File: config.mk
export PLATFORM = sky130hd
export DESIGN_NAME = conv_layer_ctrl
export DESIGN_NICKNAME = d
export VERILOG_FILES = /design/src/rtl/conv_pkg.sv /design/src/rtl/conv_loop_counter.sv /design/src/rtl/conv_layer_ctrl.sv
export SDC_FILE = /design/constraint.sdc
export NUM_CORES = 1
export LEC_CHECK = 0
export BUFFER_PORTS_ARGS = -buffer_cell sky130_fd_sc_hd__buf_2
export CAP_MARGIN = 10
export CORE_ASPECT_RATIO = 0.9
export CORE_MARGIN = 3
export CORE_UTILIZATION = 51
export DETAILED_ROUTE_END_ITERATION = 10
export PLACE_DENSITY_LB_ADDON = 0.2
export SLEW_MARGIN = 0
export SYNTH_ARGS = -nofsm -noshare
export SYNTH_HDL_FRONTEND = slang
export SYNTH_SLANG_ARGS = --single-unit
File: constraint.sdc
create_clock -name clk -period 2.2 [get_ports clk]
set_input_delay 0.22 -clock clk [delete_from_list [all_inputs] [get_ports clk]]
set_output_delay 0.22 -clock clk [all_outputs]
set_load 0.01 [all_outputs]
File: src/rtl/conv_pkg.sv
// Shared types and limits for the 3x3 convolution layer controller.
package conv_pkg;

    typedef enum logic [3:0] {
        S_IDLE,
        S_CLEAR,
        S_CHECK,
        S_LOAD_BRAM,
        S_LOAD_REG,
        S_WAIT_IDLE,
        S_STREAM,
        S_WAIT_ROW,
        S_DRAIN,
        S_ADVANCE,
        S_NEXT_OCH,
        S_DONE,
        S_ABORT
    } state_t;

    typedef enum logic [1:0] {
        ROW_FIRST,
        ROW_MID,
        ROW_LAST
    } row_kind_t;

    localparam int unsigned MIN_IMAGE_SIZE = 2;
    localparam int unsigned MIN_IN_CH      = 1;
    localparam int unsigned MIN_OUT_CH     = 1;

    // Top padding wins over bottom padding; images are at least 2 rows tall.
    function automatic row_kind_t row_kind(input logic is_first, input logic is_last);
        if (is_first) begin
            return ROW_FIRST;
        end else if (is_last) begin
            return ROW_LAST;
        end else begin
            return ROW_MID;
        end
    endfunction

endpackage

File: src/rtl/conv_loop_counter.sv
// Row / input-channel / output-channel counters with wrap detection.
module conv_loop_counter
    import conv_pkg::*;
#(
    parameter int unsigned IW = 9,
    parameter int unsigned CW = 10,
    parameter int unsigned OW = 10
) (
    input  logic          clk_i,
    input  logic          rst_ni,
    input  logic          clr_i,
    input  logic          inc_row_i,
    input  logic          inc_ich_i,
    input  logic          inc_och_i,
    input  logic [IW-1:0] last_row_i,
    input  logic [CW-1:0] last_ich_i,
    input  logic [OW-1:0] last_och_i,
    output logic [IW-1:0] row_o,
    output logic [CW-1:0] ich_o,
    output logic [OW-1:0] och_o,
    output logic          row_wrap_o,
    output logic          ich_wrap_o,
    output logic          och_wrap_o
);

    logic [IW-1:0] row_q, row_d;
    logic [CW-1:0] ich_q, ich_d;
    logic [OW-1:0] och_q, och_d;

    assign row_wrap_o = (row_q == last_row_i);
    assign ich_wrap_o = (ich_q == last_ich_i);
    assign och_wrap_o = (och_q == last_och_i);

    always_comb begin
        row_d = row_q;
        ich_d = ich_q;
        och_d = och_q;
        if (clr_i) begin
            row_d = '0;
            ich_d = '0;
            och_d = '0;
        end else begin
            if (inc_row_i) begin
                row_d = row_wrap_o ? '0 : row_q + IW'(1);
            end
            if (inc_ich_i) begin
                ich_d = ich_wrap_o ? '0 : ich_q + CW'(1);
            end
            if (inc_och_i) begin
                och_d = och_wrap_o ? '0 : och_q + OW'(1);
            end
        end
    end

    always_ff @(posedge clk_i or negedge rst_ni) begin
        if (!rst_ni) begin
            row_q <= '0;
            ich_q <= '0;
            och_q <= '0;
        end else begin
            row_q <= row_d;
            ich_q <= ich_d;
            och_q <= och_d;
        end
    end

    assign row_o = row_q;
    assign ich_o = ich_q;
    assign och_o = och_q;

endmodule

File: src/rtl/conv_layer_ctrl.sv
// Layer sequencer: kernel BRAM load, kernel register load and padded row streaming
// over every input and output channel.
module conv_layer_ctrl
    import conv_pkg::*;
#(
    parameter int unsigned MAX_IMAGE_SIZE = 256,
    parameter int unsigned MAX_IN_CH      = 512,
    parameter int unsigned MAX_OUT_CH     = 512,
    parameter int unsigned IW             = $clog2(MAX_IMAGE_SIZE + 1),
    parameter int unsigned CW             = $clog2(MAX_IN_CH + 1),
    parameter int unsigned OW             = $clog2(MAX_OUT_CH + 1)
) (
    input  logic          clk,
    input  logic          aresetn,
    input  logic          start,
    input  logic          abort,
    input  logic [IW-1:0] cfg_image_size,
    input  logic [CW-1:0] cfg_in_ch,
    input  logic [OW-1:0] cfg_out_ch,
    output logic          busy,
    output logic          done,
    output logic          cfg_err,
    output logic          slave_select,
    output logic          sub_rst_n,
    input  logic          kbram_idle,
    output logic          kbram_load,
    input  logic          kbram_last,
    output logic          kbram_advance,
    output logic          kreg_load,
    input  logic          pe_ready,
    input  logic          lb_idle,
    input  logic          pe_idle,
    output logic          stream_first,
    output logic          stream_mid,
    output logic          stream_last,
    input  logic          row_done,
    output logic [IW-1:0] row_idx,
    output logic [CW-1:0] ich_idx,
    output logic [OW-1:0] och_idx
);

    state_t        state_q, state_d;
    logic [IW-1:0] image_q;
    logic [CW-1:0] in_ch_q;
    logic [OW-1:0] out_ch_q;

    logic      cnt_clr, inc_row, inc_ich, inc_och;
    logic      row_wrap, ich_wrap, och_wrap;
    logic      cfg_ok, sub_hold;
    row_kind_t kind;

    assign cfg_ok = (image_q  >= IW'(MIN_IMAGE_SIZE)) && (image_q  <= IW'(MAX_IMAGE_SIZE)) &&
                    (in_ch_q  >= CW'(MIN_IN_CH))      && (in_ch_q  <= CW'(MAX_IN_CH))      &&
                    (out_ch_q >= OW'(MIN_OUT_CH))     && (out_ch_q <= OW'(MAX_OUT_CH));

    conv_loop_counter #(
        .IW(IW),
        .CW(CW),
        .OW(OW)
    ) u_cnt (
        .clk_i      (clk),
        .rst_ni     (aresetn),
        .clr_i      (cnt_clr),
        .inc_row_i  (inc_row),
        .inc_ich_i  (inc_ich),
        .inc_och_i  (inc_och),
        .last_row_i (image_q - IW'(1)),
        .last_ich_i (in_ch_q - CW'(1)),
        .last_och_i (out_ch_q - OW'(1)),
        .row_o      (row_idx),
        .ich_o      (ich_idx),
        .och_o      (och_idx),
        .row_wrap_o (row_wrap),
        .ich_wrap_o (ich_wrap),
        .och_wrap_o (och_wrap)
    );

    always_ff @(posedge clk or negedge aresetn) begin
        if (!aresetn) begin
            state_q  <= S_IDLE;
            image_q  <= '0;
            in_ch_q  <= '0;
            out_ch_q <= '0;
        end else begin
            state_q <= state_d;
            if (state_q == S_IDLE && start) begin
                image_q  <= cfg_image_size;
                in_ch_q  <= cfg_in_ch;
                out_ch_q <= cfg_out_ch;
            end
        end
    end

    assign kind = row_kind(row_idx == '0, row_wrap);

    always_comb begin
        state_d       = state_q;
        cnt_clr       = 1'b0;
        inc_row       = 1'b0;
        inc_ich       = 1'b0;
        inc_och       = 1'b0;
        busy          = (state_q != S_IDLE);
        done          = 1'b0;
        cfg_err       = 1'b0;
        slave_select  = 1'b1;
        sub_hold      = 1'b0;
        kbram_load    = 1'b0;
        kbram_advance = 1'b0;
        kreg_load     = 1'b0;
        stream_first  = 1'b0;
        stream_mid    = 1'b0;
        stream_last   = 1'b0;

        case (state_q)
            S_IDLE: begin
                if (start) begin
                    state_d = S_CLEAR;
                    cnt_clr = 1'b1;
                end
            end
            S_CLEAR: begin
                sub_hold = 1'b1;
                cnt_clr  = 1'b1;
                state_d  = S_CHECK;
            end
            S_CHECK: begin
                if (!cfg_ok) begin
                    cfg_err = 1'b1;
                    state_d = S_IDLE;
                end else if (kbram_idle) begin
                    state_d = S_LOAD_BRAM;
                end
            end
            S_LOAD_BRAM: begin
                slave_select = 1'b0;
                kbram_load   = 1'b1;
                if (kbram_last) state_d = S_LOAD_REG;
            end
            S_LOAD_REG: begin
                kreg_load = 1'b1;
                if (pe_ready) state_d = S_WAIT_IDLE;
            end
            S_WAIT_IDLE: begin
                if (lb_idle && pe_idle) state_d = S_STREAM;
            end
            S_STREAM: begin
                stream_first = (kind == ROW_FIRST);
                stream_mid   = (kind == ROW_MID);
                stream_last  = (kind == ROW_LAST);
                state_d      = S_WAIT_ROW;
            end
            S_WAIT_ROW: begin
                if (row_done) begin
                    inc_row = 1'b1;
                    state_d = row_wrap ? S_DRAIN : S_WAIT_IDLE;
                end
            end
            S_DRAIN: begin
                if (lb_idle && pe_idle) state_d = S_ADVANCE;
            end
            S_ADVANCE: begin
                kbram_advance = 1'b1;
                inc_ich       = 1'b1;
                state_d       = ich_wrap ? S_NEXT_OCH : S_LOAD_REG;
            end
            S_NEXT_OCH: begin
                // The last output channel index is kept visible until the next start.
                if (och_wrap) begin
                    state_d = S_DONE;
                end else begin
                    inc_och = 1'b1;
                    state_d = S_LOAD_BRAM;
                end
            end
            S_DONE: begin
                done    = 1'b1;
                state_d = S_IDLE;
            end
            S_ABORT: begin
                sub_hold = 1'b1;
                state_d  = S_IDLE;
            end
            default: begin
                state_d = S_IDLE;
            end
        endcase

        // Abort overrides whatever the active state decided this cycle.
        if (abort && state_q != S_IDLE && state_q != S_ABORT) begin
            state_d = S_ABORT;
            cnt_clr = 1'b1;
            inc_row = 1'b0;
            inc_ich = 1'b0;
            inc_och = 1'b0;
        end
    end

    assign sub_rst_n = aresetn && !sub_hold;

endmodule

# After elaboration in Yosys (flattened, before gate mapping)
# Cells that the tools add are included.
# Widths: inputs -> output; s select.
dict set report word_totals {
  reg_bits 62
  in_bits 39
  out_inout_bits 40
  wordCells 109
}
dict set report op_classes {
  addsub 6
  n_lt_le_gt_ge 6
  eq_ne 25
  muxes 45
  reduce_logical 20
}
# operator n
set op_table {}
lappend op_table {{$mux 10} 6}
lappend op_table {{$mux 4} 12}
lappend op_table {{$pmux 4 s11} 1}
lappend op_table {{$mux 9} 3}
lappend op_table {{$add 10x1->10 const B} 2}
lappend op_table {{$eq 10x10->1} 2}
lappend op_table {{$eq 4x4->1 const B} 5}
lappend op_table {{$ge 10x1->1 const B} 2}
lappend op_table {{$le 10x10->1 const B} 2}
lappend op_table {{$mux 1} 20}
lappend op_table {{$sub 10x1->10 const B} 2}
lappend op_table {{$eq 4x3->1 const B} 4}
lappend op_table {{$ne 3x3->1 const B} 5}
lappend op_table {{$logic_and 1x1->1} 10}
lappend op_table {{$add 9x1->9 const B} 1}
lappend op_table {{$eq 9x9->1} 1}
lappend op_table {{$ge 9x2->1 const B} 1}
lappend op_table {{$le 9x9->1 const B} 1}
lappend op_table {{$logic_not 9->1} 1}
lappend op_table {{$sub 9x1->9 const B} 1}
lappend op_table {{$eq 4x2->1 const B} 2}
lappend op_table {{$ne 4x4->1 const B} 2}
lappend op_table {{$reduce_and 7->1} 1}
lappend op_table {{$reduce_bool 2->1} 3}
lappend op_table {{other kinds (11)} 12}

# Longest topological paths before layout
# Gate-level depths: netlist (run 1).
dict set report logic_depth {
  ltp_word 9
  ltp_mapped 10
  depth_no_buf 9
}

# Modules after synthesis
# From an unflattened synthesis (run 1), not the netlist that was laid out.
dict set report hier_totals {
  hier_cells 480
  area_unflattened_um2 4322.9
}
# mod n_inst cells_each area_per_inst_um2
set modules_own_cells {}
lappend modules_own_cells {conv_layer_ctrl 1 233 2244.7}
lappend modules_own_cells {conv_loop_counter 1 247 2078.2}

# Worst setup path after synthesis (run 1)
# No wires, ideal clock.
dict set report synth_timing {
  path_kind {flip-flop to output port}
  start {reg image_q[0]}
  end {out stream_last}
  t_arrival_ps 2196
  required_ps 1980
  path_slack_ps -216
  path_stages_with_launch 10
  n_path_buf 0
  cell_sequence {dfrtp_1 -> inv_1 -> ha_1 -> nor2b_1 -> a21boi_0 -> or4_1 -> a311oi_2 -> and2_1 -> inv_1 -> nor2_1}
}
dict set report synth_via {
  elab_chain_cells 6
}
# element line
set synth_rtl {}
lappend synth_rtl {{start: declaration} conv_layer_ctrl.sv:43} ;# logic [IW-1:0] image_q;
lappend synth_rtl {{start signal: assignment} conv_layer_ctrl.sv:87} ;# image_q <= cfg_image_size;
lappend synth_rtl {{$sub 9x1->9} conv_layer_ctrl.sv:67} ;# .last_row_i (image_q - IW'(1)),
lappend synth_rtl {{$eq 9x9->1} conv_loop_counter.sv:30} ;# assign row_wrap_o = (row_q == last_row_i);
lappend synth_rtl {{$mux 2} conv_pkg.sv:34} ;# end else if (is_last) begin
lappend synth_rtl {{$mux 2} conv_pkg.sv:32} ;# if (is_first) begin
lappend synth_rtl {{$eq 2x2->1} conv_layer_ctrl.sv:149} ;# stream_last = (kind == ROW_LAST);
lappend synth_rtl {{$mux 1} conv_layer_ctrl.sv:114} ;# case (state_q)
lappend synth_rtl {{end: declaration} conv_layer_ctrl.sv:35} ;# output logic stream_last,
# Every way passes these cells.

# Worst setup path after layout (run 1)
# Same ends and word-level chain as after synthesis.

==> metrics.md, run 1 <==
| Metric | Value |
|---|---|
| Horiz. Die Dim | 103 um |
| Nets | 703 |
| Finished Cell Area | 6250 um2 |
| Clock tree buffer depth | 2 |
| H-tree lvl count | 3 |
| Crit share post-route | 1.21 |
| Vias in the first global route | 4384 |
| Ratio of cells with drive above 1 in the final layout | 0.470 |
| Placed cells | 721 |
| Worst VDD drop | 0.766 mV |
| Hold WC Path Type | in2reg |
| CP required | 1980 ps |
| Overall Global Routing Usage | 0.283 |
| Fmax | 0.376 GHz |
| P&R area growth vs syn | 44.0% |
| Core Box Area | 8150 um2 |
| CP arrival | 2440 ps |
| Status | finished with violations |
| Worst-path fanout max | 5 |
| Setup crit start | image_q[0] |
| Clk slew on worst S/H paths | 70 ps |
| Remaining antenna violation count | 0 |
| Synth Warn # | 0 |
| Synthesis-stage register bit count | 62 |
| Final Setup Violations | 26 |
| RSZ-0062 raised after global routing | true |
| I/O Buffers | 78 |
| Pleak | 0.00288 uW |
| Final Util | 0.767 |
| Ranking of synthesized cells by area | dfrtp_1, mux2_2, nand2_1, xnor2_1, xor2_1 |
| Synth top cells by count | dfrtp_1, nand2_1, nor2_1, mux2_2, nand3_1 |
| Area leader, netlist | dfrtp_1 |
| R2r startpoint | image_q[0] |
| Final hold vios | 0 |
| Post-synth EDFFs | 0 |
| Rows | 31 |
| Vias | 4544 |
| Worst skew pair latency | 340 ps |
| Total grt overflow | 0 |
| Clock root buffer | clkbuf_8 |
| Starting Density | 0.533 |
| Via density | 6.01 |
| Fill count | 557 |
| DR pass1 iterations | 7 |
| R2r setup slk | -330 ps |
| Num ports | 79 |
| Maxcap violations | 0 |
| Mapped Area | 4340 um2 |
| Die Height | 93.5 um |
| Final critical path time including I/O delays and setup | 2660 ps |
| Cell with the most instances after synthesis | dfrtp_1 |
| DRC violations left | 0 |
| Antenna violations before repair | 0 |
| DP Wirelength | 9290 um |
| Routed WL per cell | 18.4 um |
| Max_slew headroom | 0.645 |
| Iteration-0 DRC Markers | 343 |
| Setup crit start kind | flip-flop |
| Failing checks | setup timing |
| Pin count of the biggest net entering global routing | 40 |
| Critical path class | reg2out |
| Power Density | 1180 nW/um2 |
| GP Congestion | 0.889 |
| Asr flop ratio synth | 1.00 |
| Num CTS Buffers | 9 |
| Clock skew | 13.2 ps |
| N_diodes | 0 |
| Synth Area per Inst | 8.93 um2 |
| Global-route wire length before repair | 21300 um |
| Final Routed Wirelength | 13900 um |
| Post-synth net total | 535 |
| Final Slew Violations | 0 |
| Post-synth cell types | 67 |
| Worst-margin pin slew | 533 ps |
| Seq/Total Area, Yosys | 0.358 |
| Top FF cell, synth | dfrtp_1 |
| Hold path startpoint | cfg_out_ch[3] |
| TritonCTS clock tree | built |
| PnR worst setup slack | -461 ps |
| Setup crit end kind | output port |
| Placed Area | 5440 um2 |
| Final cell count without fillers | 756 |
| Die ar. | 9650 um2 |
| Clock tree sinks | 62 |
| Syn Inst Count | 486 |
| Yosys top cell area share | 0.358 |
==> placed cells by master, fill, tap and decap left out, types with 5 or more instances in the layout <==
cell type / count
a21oi_1: 9
a21oi_2: 8
a31oi_1: 11
and3_1: 6
buf_2: 79
buf_4: 80
buf_6: 15
clkbuf_8: 10
dfrtp_1: 58
ha_1: 6
inv_1: 17
mux2_2: 29
mux2i_1: 6
nand2_1: 44
nand2_2: 5
nand2b_1: 12
nand3_1: 21
nand3b_1: 5
nand4_1: 5
nor2_1: 30
nor3_1: 10
nor3_2: 5
nor4_1: 5
o211ai_1: 5
o21ai_0: 11
or2_2: 5
or3_1: 5
or4_4: 5
xnor2_1: 16
xor2_1: 13
==> critical path, stage by stage, from the launching register on <==
cell	delay, ps
dfrtp_2	440
or4_4	550
a211o_1	270
o211a_1	140
a311oi_2	230
and2_4	210
inv_1	50
nor2_2	90
buf_2	130
==> logic make-up (layout without fill, tap and decap cells) <==
group,count (synthesis),count (layout),share of synthesized area
flops,62,62,0.358
xor+xnor,32,32,0.0646
buf+inv,45,216,0.0450
simple gates,208,208,0.258
mux,35,35,0.0891
fa+ha+maj,10,10,0.0288
compound gates,94,94,0.157
==> area by class of cell <==
class | count | area, um2 | share of cell area
multi-input cells | 379 | 3010 | 0.482
flip-flops and latches | 62 | 1560 | 0.249
repair buffers | 179 | 1250 | 0.200
clock buffers | 10 | 138 | 0.0220
well taps | 99 | 124 | 0.0198
inverters | 23 | 92.6 | 0.0148
clock inverters | 4 | 72.6 | 0.0116
==> sequential cells by signal (all words and copies together), names as in the netlist <==
signal	cells
out_ch_q	10
image_q	9
u_cnt.och_o	10
u_cnt.row_o	9
state_q	4
u_cnt.ich_o	10
in_ch_q	10
==> routing by layer <==
layer  wire [um]  share of wire  track usage
met5           0              0            0
met4         332          0.024       0.0928
met3        1120          0.080       0.0708
met2        6790           0.49        0.451
met1        5680           0.41        0.375
==> worst paths after layout <==
path / to / depth (start not counted)
worst max-delay path: stream_last / 8
min in group asynchronous: u_cnt.row_o[2] / 3
worst min-delay path: out_ch_q[3] / 2
worst min register to register: out_ch_q[9] / 1
max in group asynchronous: out_ch_q[9] / 3
worst max register to register: u_cnt.row_o[7] / 11
==> repair_timing <==
item,CTS,global route
cloned,1,1
hold buffers,1,0
pin swaps,31,35
endpoints found under the hold margin,23,0
resized for setup,47,47
endpoints found under the setup margin,37,38
setup buffers,15,10
==> report_power, final <==
part	switching, uW	leakage, uW	internal, uW	total [uW]
combinational	2190	0.00198	2120	4310
sequential	444	0.000794	1480	1920
clock	461	0.000104	654	1120
==> stage by stage <==
stage          setup WS, ps  total power, uW  TNS [ps]  hold WS [ps]
6_report               -461             7350     -5060           104
5_1_grt                -538             7780     -7100          98.4
4_1_cts                -406             7010     -4300          95.0
3_5_place_dp           -210             5390     -3930           282
3_3_place_gp           -176             5280     -2760           277
2_1_floorplan         -82.8             4000      -619         -75.6
No activity file was read; power rests on OpenSTA's default activity.
==> run 2, diff against run 1 <==
==> constraint.sdc (replaced) <==
create_clock -name clk -period 2.15 [get_ports clk]
set_input_delay 0.215 -clock clk [delete_from_list [all_inputs] [get_ports clk]]
set_output_delay 0.215 -clock clk [all_outputs]
set_load 0.01 [all_outputs]
==> run 2 against run 1 <==
Compared with the run above: the run still ends with setup timing left; register-to-register slack improved by 20 ps; worst hold slack got worse by 54 ps; critical path depth unchanged; highest routed layer unchanged; sequential power barely moved; sequential share of layout area is 0.14 points lower; die area did not move.
==> metrics.md, run 2 (synthesis results as in run 1) <==
| Metric | Value |
|---|---|
| Status | finished with violations |
| Failing checks | setup timing |
| Pin count of the biggest net entering global routing | 63 |
| Storage cell area | 1560 um2 |
| Global-route wire length before repair | 21000 um |
| Overall Global Routing Usage | 0.273 |
| DR pass1 iterations | 4 |
| DRC violations left | 0 |
| Iteration-0 DRC Markers | 240 |
| R2r setup slk | -310 ps |
| Maxcap violations | 0 |
| Die ar. | 9650 um2 |
| TNS Setup | -7350 ps |
| CP required | 1930 ps |
| Hold WC Path Type | in2async |
| Placed cells | 725 |
| Num CTS Buffers | 9 |
| Vias | 4511 |
| Clock tree buffer depth | 2 |
| H-tree lvl count | 3 |
| Most common cell after layout, fill and taps aside | buf_4 |
| Fill count | 533 |
| Final critical path time including I/O delays and setup | 2650 ps |
| Max_slew headroom | 0.457 |
| Antenna violations before repair | 0 |
| Rows | 31 |
| Power Density | 1220 nW/um2 |
| Final Slew Violations | 0 |
| Ratio of cells with drive above 1 in the final layout | 0.477 |
| Vias in the first global route | 4507 |
| Worst skew pair latency | 350 ps |
| PnR worst setup slack | -503 ps |
| Worst-path fanout max | 4 |
| Final Setup Violations | 36 |
| Fmax | 0.377 GHz |
| Pwr Total | 7640 uW |
| Core Box Area | 8150 um2 |
| I/O Buffers | 78 |
| Crit share post-route | 1.23 |
| Via density | 5.93 |
| Nets | 706 |
| Final Routed Wirelength | 13600 um |
| Pleak | 0.00288 uW |
| Clock tree sinks | 62 |
| Post-CTS Hold Buffers | 0 |
| Critical path class | reg2out |
| CP arrival | 2440 ps |
| Remaining antenna violation count | 0 |
| Clk slew on worst S/H paths | 80 ps |
| Starting Density | 0.533 |
| Total grt overflow | 0 |
| Final hold vios | 0 |
| Setup crit start kind | flip-flop |
| N_diodes | 0 |
| Clock skew | 11.3 ps |
| Num ports | 79 |
| Routed WL per cell | 17.9 um |
| Multi-input logic area | 3060 um2 |
| Die Height | 93.5 um |
| Setup crit end kind | output port |
| DP Wirelength | 9110 um |
| RSZ-0062 raised after global routing | true |
| Clock root buffer | clkbuf_8 |
| Worst-margin pin slew | 814 ps |
| GP Congestion | 0.919 |
| TritonCTS clock tree | built |
| P&R area growth vs syn | 44.9% |
| Horiz. Die Dim | 103 um |
| Worst VDD drop | 0.777 mV |
| Commonest non-fill, non-tap cells in the layout | buf_4, buf_2, dfrtp_1, nand2_1 |
| Final cell count without fillers | 761 |
[run 2: cell count changes in the layout (fill, tap and decap cells not counted), sizes merged]
cell	previous run	this run
buf	178	182
inv	22	25
bufinv	2	1
clkinv	1	2
clkinvlp	2	1
dlygate4sd3	1	0
[run 2: where the power goes]
| group | leakage (uW) | internal (uW) | switching [uW] |
|---|---|---|---|
| logic | 0.00198 | 2270 | 2370 |
| registers | 0.000792 | 1510 | 398 |
| clock network | 0.000103 | 575 | 517 |
| total | 0.00288 | 4350 | 3290 |
[run 2: cell type report]
type / instances / area share
Timing Repair Buffer: 182 / 0.199
Tap cell: 99 / 0.0197
Sequential cell: 62 / 0.248
Clock inverter: 6 / 0.0109
Inverter: 23 / 0.0137
Clock buffer: 10 / 0.0219
Multi-Input combinational cell: 379 / 0.487
[run 2: per-stage QoR]
stage / instance area, um2 / util / worst slack (ps) / hold WS [ps]
2_1_floorplan: 4420 / - / -133 / -80.6
4_1_cts: 5950 / 0.730 / -476 / 84.8
3_5_place_dp: 5480 / 0.673 / -246 / 451
6_report: 6290 / 0.772 / -503 / 50.7
3_3_place_gp: 5480 / 0.673 / -235 / 447
5_1_grt: 6290 / 0.772 / -616 / 76.2
[run 2: critical path, stage by stage, from the launching register on]
cell and delay (ps):
dfrtp_1 420, or4_4 530, a211o_1 280, o211a_1 170, a311oi_4 240, and2_4 200, inv_1 40, nor2_1 80
buf_2 130
[run 2: repair_timing]
action                                  CTS  global route
pin swaps                                34            31
endpoints found under the hold margin     0             0
resized for setup                        36            60
setup buffers                            15             8
endpoints found under the setup margin   36            37
cloned                                    0             1
[run 2: path summary, 6_finish.rpt]
kind	from	endpoint	cells past startpoint
setup / recovery	image_q[0]	stream_last	8
max in group asynchronous	aresetn	image_q[4]	2
min in group clk	cfg_out_ch[3]	out_ch_q[3]	2
hold reg to reg	in_ch_q[0]	in_ch_q[0]	1
hold / removal	aresetn	u_cnt.row_o[0]	2
setup reg to reg	out_ch_q[5]	u_cnt.och_o[7]	9
[run 2: routing by layer]
layer | GRT usage | vias up | part of all wire
met2 | 0.464 | 193 | 0.50
met3 | 0.0589 | 30 | 0.068
met1 | 0.354 | 2178 | 0.41
li1 | - | 2110 | -
met4 | 0.0647 | 0 | 0.017
met5 | 0 | - | 0
